## src/rtl/mem_arbiter.sv

```systemverilog
// Two-port round-robin arbiter in front of a single-port 16-bit RAM, with
// bounded burst locking and registered per-port read-valid.
module mem_arbiter #(
  parameter int MAX_BURST = 4
) (
  input  logic        clk,
  input  logic        rst,
  input  logic        req0,
  input  logic        req1,
  input  logic        we0,
  input  logic        we1,
  input  logic        lock0,
  input  logic        lock1,
  input  logic [15:0] addr0,
  input  logic [15:0] addr1,
  input  logic [15:0] wdata0,
  input  logic [15:0] wdata1,
  output logic        gnt0,
  output logic        gnt1,
  output logic        rvalid0,
  output logic        rvalid1,
  output logic [15:0] rdata0,
  output logic [15:0] rdata1,
  output logic [15:0] ram_addr,
  output logic        ram_we,
  output logic [15:0] ram_wdata,
  input  logic [15:0] ram_rdata
);

  localparam int CW = $clog2(MAX_BURST) + 1;

  typedef enum logic [1:0] {
    OWN_NONE = 2'd0,
    OWN_P0   = 2'd1,
    OWN_P1   = 2'd2
  } owner_t;

  owner_t        owner_reg, owner_next;
  logic          last_reg, last_next;
  logic [CW-1:0] burst_cnt_reg, burst_cnt_next;
  logic [15:0]   ram_addr_reg, ram_addr_next;
  logic [1:0]    rd_pend_reg, rd_pend_next;

  logic [1:0]    req;
  logic [1:0]    we;
  logic [1:0]    lock;
  logic [15:0]   addr  [2];
  logic [15:0]   wdata [2];

  logic [1:0]    owns;
  logic [1:0]    keep;
  logic [1:0]    gnt;
  logic          gnt_any;
  logic          gnt_sel;
  logic          burst_under;

  assign req      = {req1, req0};
  assign we       = {we1, we0};
  assign lock     = {lock1, lock0};
  assign addr[0]  = addr0;
  assign addr[1]  = addr1;
  assign wdata[0] = wdata0;
  assign wdata[1] = wdata1;

  assign burst_under = (burst_cnt_reg < CW'(MAX_BURST));

  // An owner keeps the RAM while it still requests, unless its burst budget is
  // spent and the other port is waiting.
  generate
    for (genvar gi = 0; gi < 2; gi++) begin : g_port
      localparam owner_t MINE  = (gi == 0) ? OWN_P0 : OWN_P1;
      localparam int     OTHER = 1 - gi;

      assign owns[gi]         = (owner_reg == MINE);
      assign keep[gi]         = owns[gi] & req[gi] & (burst_under | ~req[OTHER]);
      assign rd_pend_next[gi] = gnt[gi] & ~we[gi];
    end
  endgenerate

  always_comb begin
    gnt_any = 1'b0;
    gnt_sel = 1'b0;
    if (!rst) begin
      gnt_any = 1'b0;
    end else if (keep[0]) begin
      gnt_any = 1'b1;
      gnt_sel = 1'b0;
    end else if (keep[1]) begin
      gnt_any = 1'b1;
      gnt_sel = 1'b1;
    end else if (req[0] ^ req[1]) begin
      gnt_any = 1'b1;
      gnt_sel = req[1];
    end else if (req[0] & req[1]) begin
      gnt_any = 1'b1;
      gnt_sel = ~last_reg;
    end
  end

  assign gnt  = gnt_any ? (gnt_sel ? 2'b10 : 2'b01) : 2'b00;
  assign gnt0 = gnt[0];
  assign gnt1 = gnt[1];

  // Any cycle without a locking grant (including an idle cycle after the owner
  // drops its request) releases ownership.
  always_comb begin
    owner_next     = OWN_NONE;
    burst_cnt_next = '0;
    last_next      = last_reg;
    ram_addr_next  = ram_addr_reg;
    if (gnt_any) begin
      last_next     = gnt_sel;
      ram_addr_next = addr[gnt_sel];
      if (lock[gnt_sel]) begin
        owner_next = gnt_sel ? OWN_P1 : OWN_P0;
        if (owns[gnt_sel]) begin
          burst_cnt_next = burst_under ? burst_cnt_reg + 1'b1 : burst_cnt_reg;
        end else begin
          burst_cnt_next = CW'(1);
        end
      end
    end
  end

  always_ff @(posedge clk or negedge rst) begin
    if (!rst) begin
      owner_reg     <= OWN_NONE;
      last_reg      <= 1'b1;
      burst_cnt_reg <= '0;
      ram_addr_reg  <= '0;
      rd_pend_reg   <= '0;
    end else begin
      owner_reg     <= owner_next;
      last_reg      <= last_next;
      burst_cnt_reg <= burst_cnt_next;
      ram_addr_reg  <= ram_addr_next;
      rd_pend_reg   <= rd_pend_next;
    end
  end

  // Address holds its last granted value on idle cycles so the RAM sees no toggling.
  assign ram_addr  = gnt_any ? addr[gnt_sel] : ram_addr_reg;
  assign ram_we    = gnt_any & we[gnt_sel];
  assign ram_wdata = wdata[gnt_sel];

  assign rvalid0 = rd_pend_reg[0];
  assign rvalid1 = rd_pend_reg[1];
  assign rdata0  = ram_rdata;
  assign rdata1  = ram_rdata;

endmodule
```

## config.mk

```make
export PLATFORM = sky130hd
export DESIGN_NAME = mem_arbiter
export DESIGN_NICKNAME = d
export VERILOG_FILES = /design/src/rtl/mem_arbiter.sv
export SDC_FILE = /design/constraint.sdc
export NUM_CORES = 1
export LEC_CHECK = 0
export ABC_AREA = 1
export ABC_CLOCK_PERIOD_IN_PS = 4750
export CAP_MARGIN = 20
export CORE_UTILIZATION = 33
export DETAILED_ROUTE_END_ITERATION = 12
export PLACE_DENSITY = 0.86
export RECOVER_POWER = 25
export REMOVE_ABC_BUFFERS = 1
export SETUP_SLACK_MARGIN = 0.05
export SYNTH_ARGS = -nofsm -noshare
export SYNTH_HDL_FRONTEND = slang
export SYNTH_SLANG_ARGS = --single-unit
```

## constraint.sdc

```tcl
create_clock -name clk -period 4.75 [get_ports clk]
set_input_delay 0.7125 -clock clk [delete_from_list [all_inputs] [get_ports clk]]
set_output_delay 0.7125 -clock clk [all_outputs]
set_load 0.03 [all_outputs]
```

Word level (Yosys, flattened, before mapping)
Index checks and enable logic that the tools add are counted.

Flip-flop bits (word level): 24. Bits in latches: 0. Bits in writable memories: 0. Bits in read-only memories: 0. Output and inout bits: 69. Memories: 0.

Add/sub/neg operators: 1. $mul: 0. Div/mod/pow operators: 0. Order comparisons: 3. Equal/unequal tests: 3. Shift-type cells: 0. Muxes and demuxes: 31. Bitwise operators: 17. Reductions and logical operators: 0.

Operator list (count): two-way mux 16 bit (7); two-way mux 1 bit (16); two-way mux 3 bit (4); AND 1 bit (8); two-way mux 2 bit (4); NOT 1 bit (5); != test 4 bit, second input constant (1); adder 3 x 1 -> 3 bit, second input constant (1); < comparator 3 bit, second input constant (1); equality test 2 x 1 -> 1 bit, second input constant (1); equality test 2 bit, second input constant (1); greater-or-equal comparator 2 bit, second input constant (1); < comparator 1 x 2 -> 1 bit, second input constant (1); NOT 1 -> 2 bit (1); OR 1 bit (2); XOR 1 bit (1).

Logic depth before layout (Yosys ltp)
Word-level depth: 11. Mapped depth: 13.

Least setup slack after synthesis
OpenSTA, ideal clock, no wires.

Kind: input port to output port. Start point: input req0. End point: output ram_we. Arrival: 2.098 ns. Path slack: 1.939 ns. Cell stages on the path: 13. Cells stage by stage: inv_1 > ha_1 > inv_1 > nand3_1 > nand2_1 > inv_1 > nand2_1 > nand2_4 > buf_6 > nand2_1 > inv_1 > nand2_1 > nand2_1.

Longest elaborated chain between the ends: 9.

Ends and longest elaborated chain: start: declaration (line 8) `input logic req0,`; AND 1 bit or NOT 1 bit (tied branches) (line 94, 75); two-way mux 1 bit or OR 1 bit (tied branches) (line 94, 75); two-way mux 1 bit or AND 1 bit (tied branches) (line 91, 75); two-way mux 1 bit (line 88) `end else if (keep[1]) begin`; two-way mux 1 bit (line 85) `end else if (keep[0]) begin`; two-way mux 1 bit (line 83) `if (!rst) begin`; two-way mux 1 bit (not written as such) (2 in a row) (line 143) `assign ram_we = gnt_any & we[gnt_sel];`; AND 1 bit * (line 143); end: declaration (line 25) `output logic ram_we,`.

Mark *: on every way between the ends. The rest lies on a longest branch, timed or not. The select of a mux whose other input is x is not followed.

Worst setup path in the final report
Start point: input req0. End point: output ram_addr[15].

Longest elaborated chain between the ends: 11.

Ends and longest elaborated chain: AND 1 bit or NOT 1 bit (tied branches) (line 94, 75); two-way mux 1 bit or OR 1 bit (tied branches) (line 94, 75); two-way mux 1 bit or AND 1 bit (tied branches) (line 91, 75); two-way mux 1 bit (line 88); two-way mux 1 bit (line 85); two-way mux 1 bit (line 83); NOT 1 -> 2 bit (not written as such) (line 142) `assign ram_addr = gnt_any ? addr[gnt_sel] : ram_addr_reg;`; two-way mux 16 bit (not written as such) (3 in a row) (line 142); two-way mux 16 bit * (line 142); end: declaration (line 24) `output logic [15:0] ram_addr,`.

Marks and branches as above.

==> metrics.cfg <==
[place]
dp_hpwl_mm = 4.20
dpl_cell_area_um2 = 2550
globalplace.congestion = 0.807
port_buffers = 108
pre_cts_slack_ns = 0.556

[logic_synthesis]
ys_seq_elements = 24
synth_area_um2 = 1710
avgSynthCellArea_um2 = 7.16
synth_top_area_share_pct = 33.7
synth_cells = 239
synth.most_common_cell = nand2_1
synth_cell_type_count = 22
synth_area_leader_cell = dfrtp_1
ys_seq_area_share_pct = 35.2
yosys_warnings = 0
async_flop_share_pct = 100
synth_enable_flop_cells = 0
yosys-top-cells-area = dfrtp_1 34%, nand2_1 20%, buf_4 15%
ys.flop_type = dfrtp_1
synth.top_cells.by_count = 93 x nand2_1, 42 x nand3_1, 35 x buf_4, 23 x dfrtp_1, 16 x inv_1

[global_routing]
track_usage_pct = 19.5
grt_max_degree = 25
antenna_found_initial = 0
overflow = 0
grt_pass1_vias = 1757
grt_pass1_wl_mm = 8.03

[critical_path]
critPathLaunchType = input port
worstSetupPathType = in2out
cp.required_ns = 4.04
critPathMaxFanout = 19
cp.arrival_ns = 3.47
critPathMaxStageDelay_ns = 0.68
slowest_stage = clkdlybuf4s50_1
reg2regPathDepth = 6
endpoint_kind = output port
crit_chain = clkdlybuf4s50_1, inv_1, ha_1, inv_1, nand3_1, nand2_1, inv_1, nand2_1, nand2_4, nor2_4, nand2_1, nand3_1, clkdlybuf4s50_1

[drt]
routedWlPerCell_um = 13.8
route.detailed.drc = 0
dr_total_vias = 1798
first_pass_iters = 4
drt_iter0_drc = 30
vias_per_cell = 4.73
detail-route-antenna-nets = 0
wirelength_mm = 5.26

[die]
pin_count = 157
fp.dieH_um = 74.0
coreArea_um2 = 4850
initial_utilization_pct = 35.3
dieArea_um2 = 5480
row_count = 25
fp.dieW_um = 74.0

[cts]
clock-root-buffer = clkbuf_8
clk_path_buf_depth = 2
cts_max_level = 1
cts_buffers = 3
tritoncts = built
cts_sinks = 24
cts_resized = 0
post_cts_buffers = 0
clk_latency_ns = 0.26
path_clk_slew_ns = 0.09
cts-hold-fix-buffers = 0

[power]
p_sw_uw = 250
pwr-share-seq_pct = 35.1
swShare_pct = 36.6
ir_worst_vdd_mv = 0.120
pwr-share-clk_pct = 18.5
power_density_nw_per_um2 = 263
leakagePower_uw = 0.00126
power_frac_comb_pct = 46.4
p_int_uw = 433

[finish]
drive_above_1_share_pct = 8.63
antenna_cells = 0
nFillCells = 462
fin_util_pct = 53.5
final_area_um2 = 2590
area_delta_synth_final_pct = 51.6
largest_reg_flops = 16
fin_nets = 405

[worst_hold_path]
hold_depth = 2
worstHoldPathType = reg2reg

[sta]
hold_ws_ns = 0.504
setup_slack_ns = 0.566
hold_viol = 0
max_freq_mhz = 239
worstMarginPinSlew_ns = 1.37
skew_ns = 0.00162
max_slew_margin_pct = 8.88
finalCritPeriodShare_pct = 88.1
setup_viol_count_final = 0
tns_ns = 0
drv_slew = 0
rsz0062_at_grt = no
period_needed_ns = 4.18

[job]
cap_violations = 0

[outcome]
outcome = finished clean

-- layer usage --
layer	wire [um]	GRT usage (%)	share of wire (%)	up-vias
li1	-	-	-	859
met1	2020	21.0	38	798
met2	2410	31.6	46	137
met3	779	10.7	15	4
met4	57	7.05	1.1	0
met5	0	4.63	0	-
-- cells by family (layout without fill, tap and decap cells) --
family | Yosys count | count (layout) | synth area share (%)
and+or+nand+nor | 148 | 148 | 37.6
buffers and inverters | 60 | 134 | 23.3
DFF | 24 | 24 | 35.2
adders and majority gates | 3 | 3 | 2.19
AOI/OAI and AO/OA | 2 | 2 | 0.585
xor gates and xnor gates | 1 | 1 | 0.512
muxes | 1 | 1 | 0.658
-- power by group through the flow --
| stage | Clock, uW | Combinational (uW) | Sequential (uW) |
|---|---|---|---|
| after floorplan | 0 | 159 | 243 |
| after global placement | 0 | 315 | 243 |
| after detailed placement | 0 | 320 | 243 |
| after CTS | 131 | 321 | 240 |
| after global routing | 138 | 341 | 242 |
| final | 126 | 317 | 239 |
-- per-stage QoR --
step,cells,total power (uW)
detailed placement,376,563
floorplan,198,402
global placement,376,558
finish,380,682
global route,380,721
CTS,380,692
-- layout make-up --
class,count,area [um2],share of cell area [%]
repair buffers,111,1070,41.4
multi-input cells,155,714,27.5
flip-flops and latches,24,602,23.2
well taps,67,83.8,3.23
inverters,19,73.8,2.85
clock buffers,4,45.0,1.74
-- placed cells by master, fill, tap and decap left out, drive strengths merged --
| cell type | Yosys | layout |
|---|---|---|
| clkdlybuf4s50 | 0 | 97 |
| nand2 | 95 | 95 |
| nand3 | 42 | 42 |
| dfrtp | 23 | 23 |
| inv | 19 | 19 |
| buf | 41 | 12 |
| nor2 | 8 | 8 |
| clkbuf | 0 | 5 |
| ha | 3 | 3 |
| nand4 | 2 | 2 |
| a21oi | 1 | 1 |
| o21ai | 1 | 1 |
| or2 | 1 | 1 |
| mux2 | 1 | 1 |
| xor2 | 1 | 1 |
| dlygate4sd3 | 0 | 1 |
| dfstp | 1 | 1 |
-- path summary, 6_finish.rpt --
path                                   from                to  slack (ns)
max                                    req0      ram_addr[15]        0.57
min                         ram_addr_reg[2]   ram_addr_reg[2]        0.50
max reg2reg                burst_cnt_reg[2]  ram_addr_reg[12]        2.81
min reg2reg                 ram_addr_reg[2]   ram_addr_reg[2]        0.50
max in group asynchronous               rst   ram_addr_reg[0]        2.63
min in group asynchronous               rst    rd_pend_reg[0]        1.32
-- critical path: cells and delay by family --
kind	cells	cell delay, ns
adders and majority gates	1	0.31
buffers and inverters	5	1.40
and+or+nand+nor	7	1.04
Power figures use the tool's default switching activity.
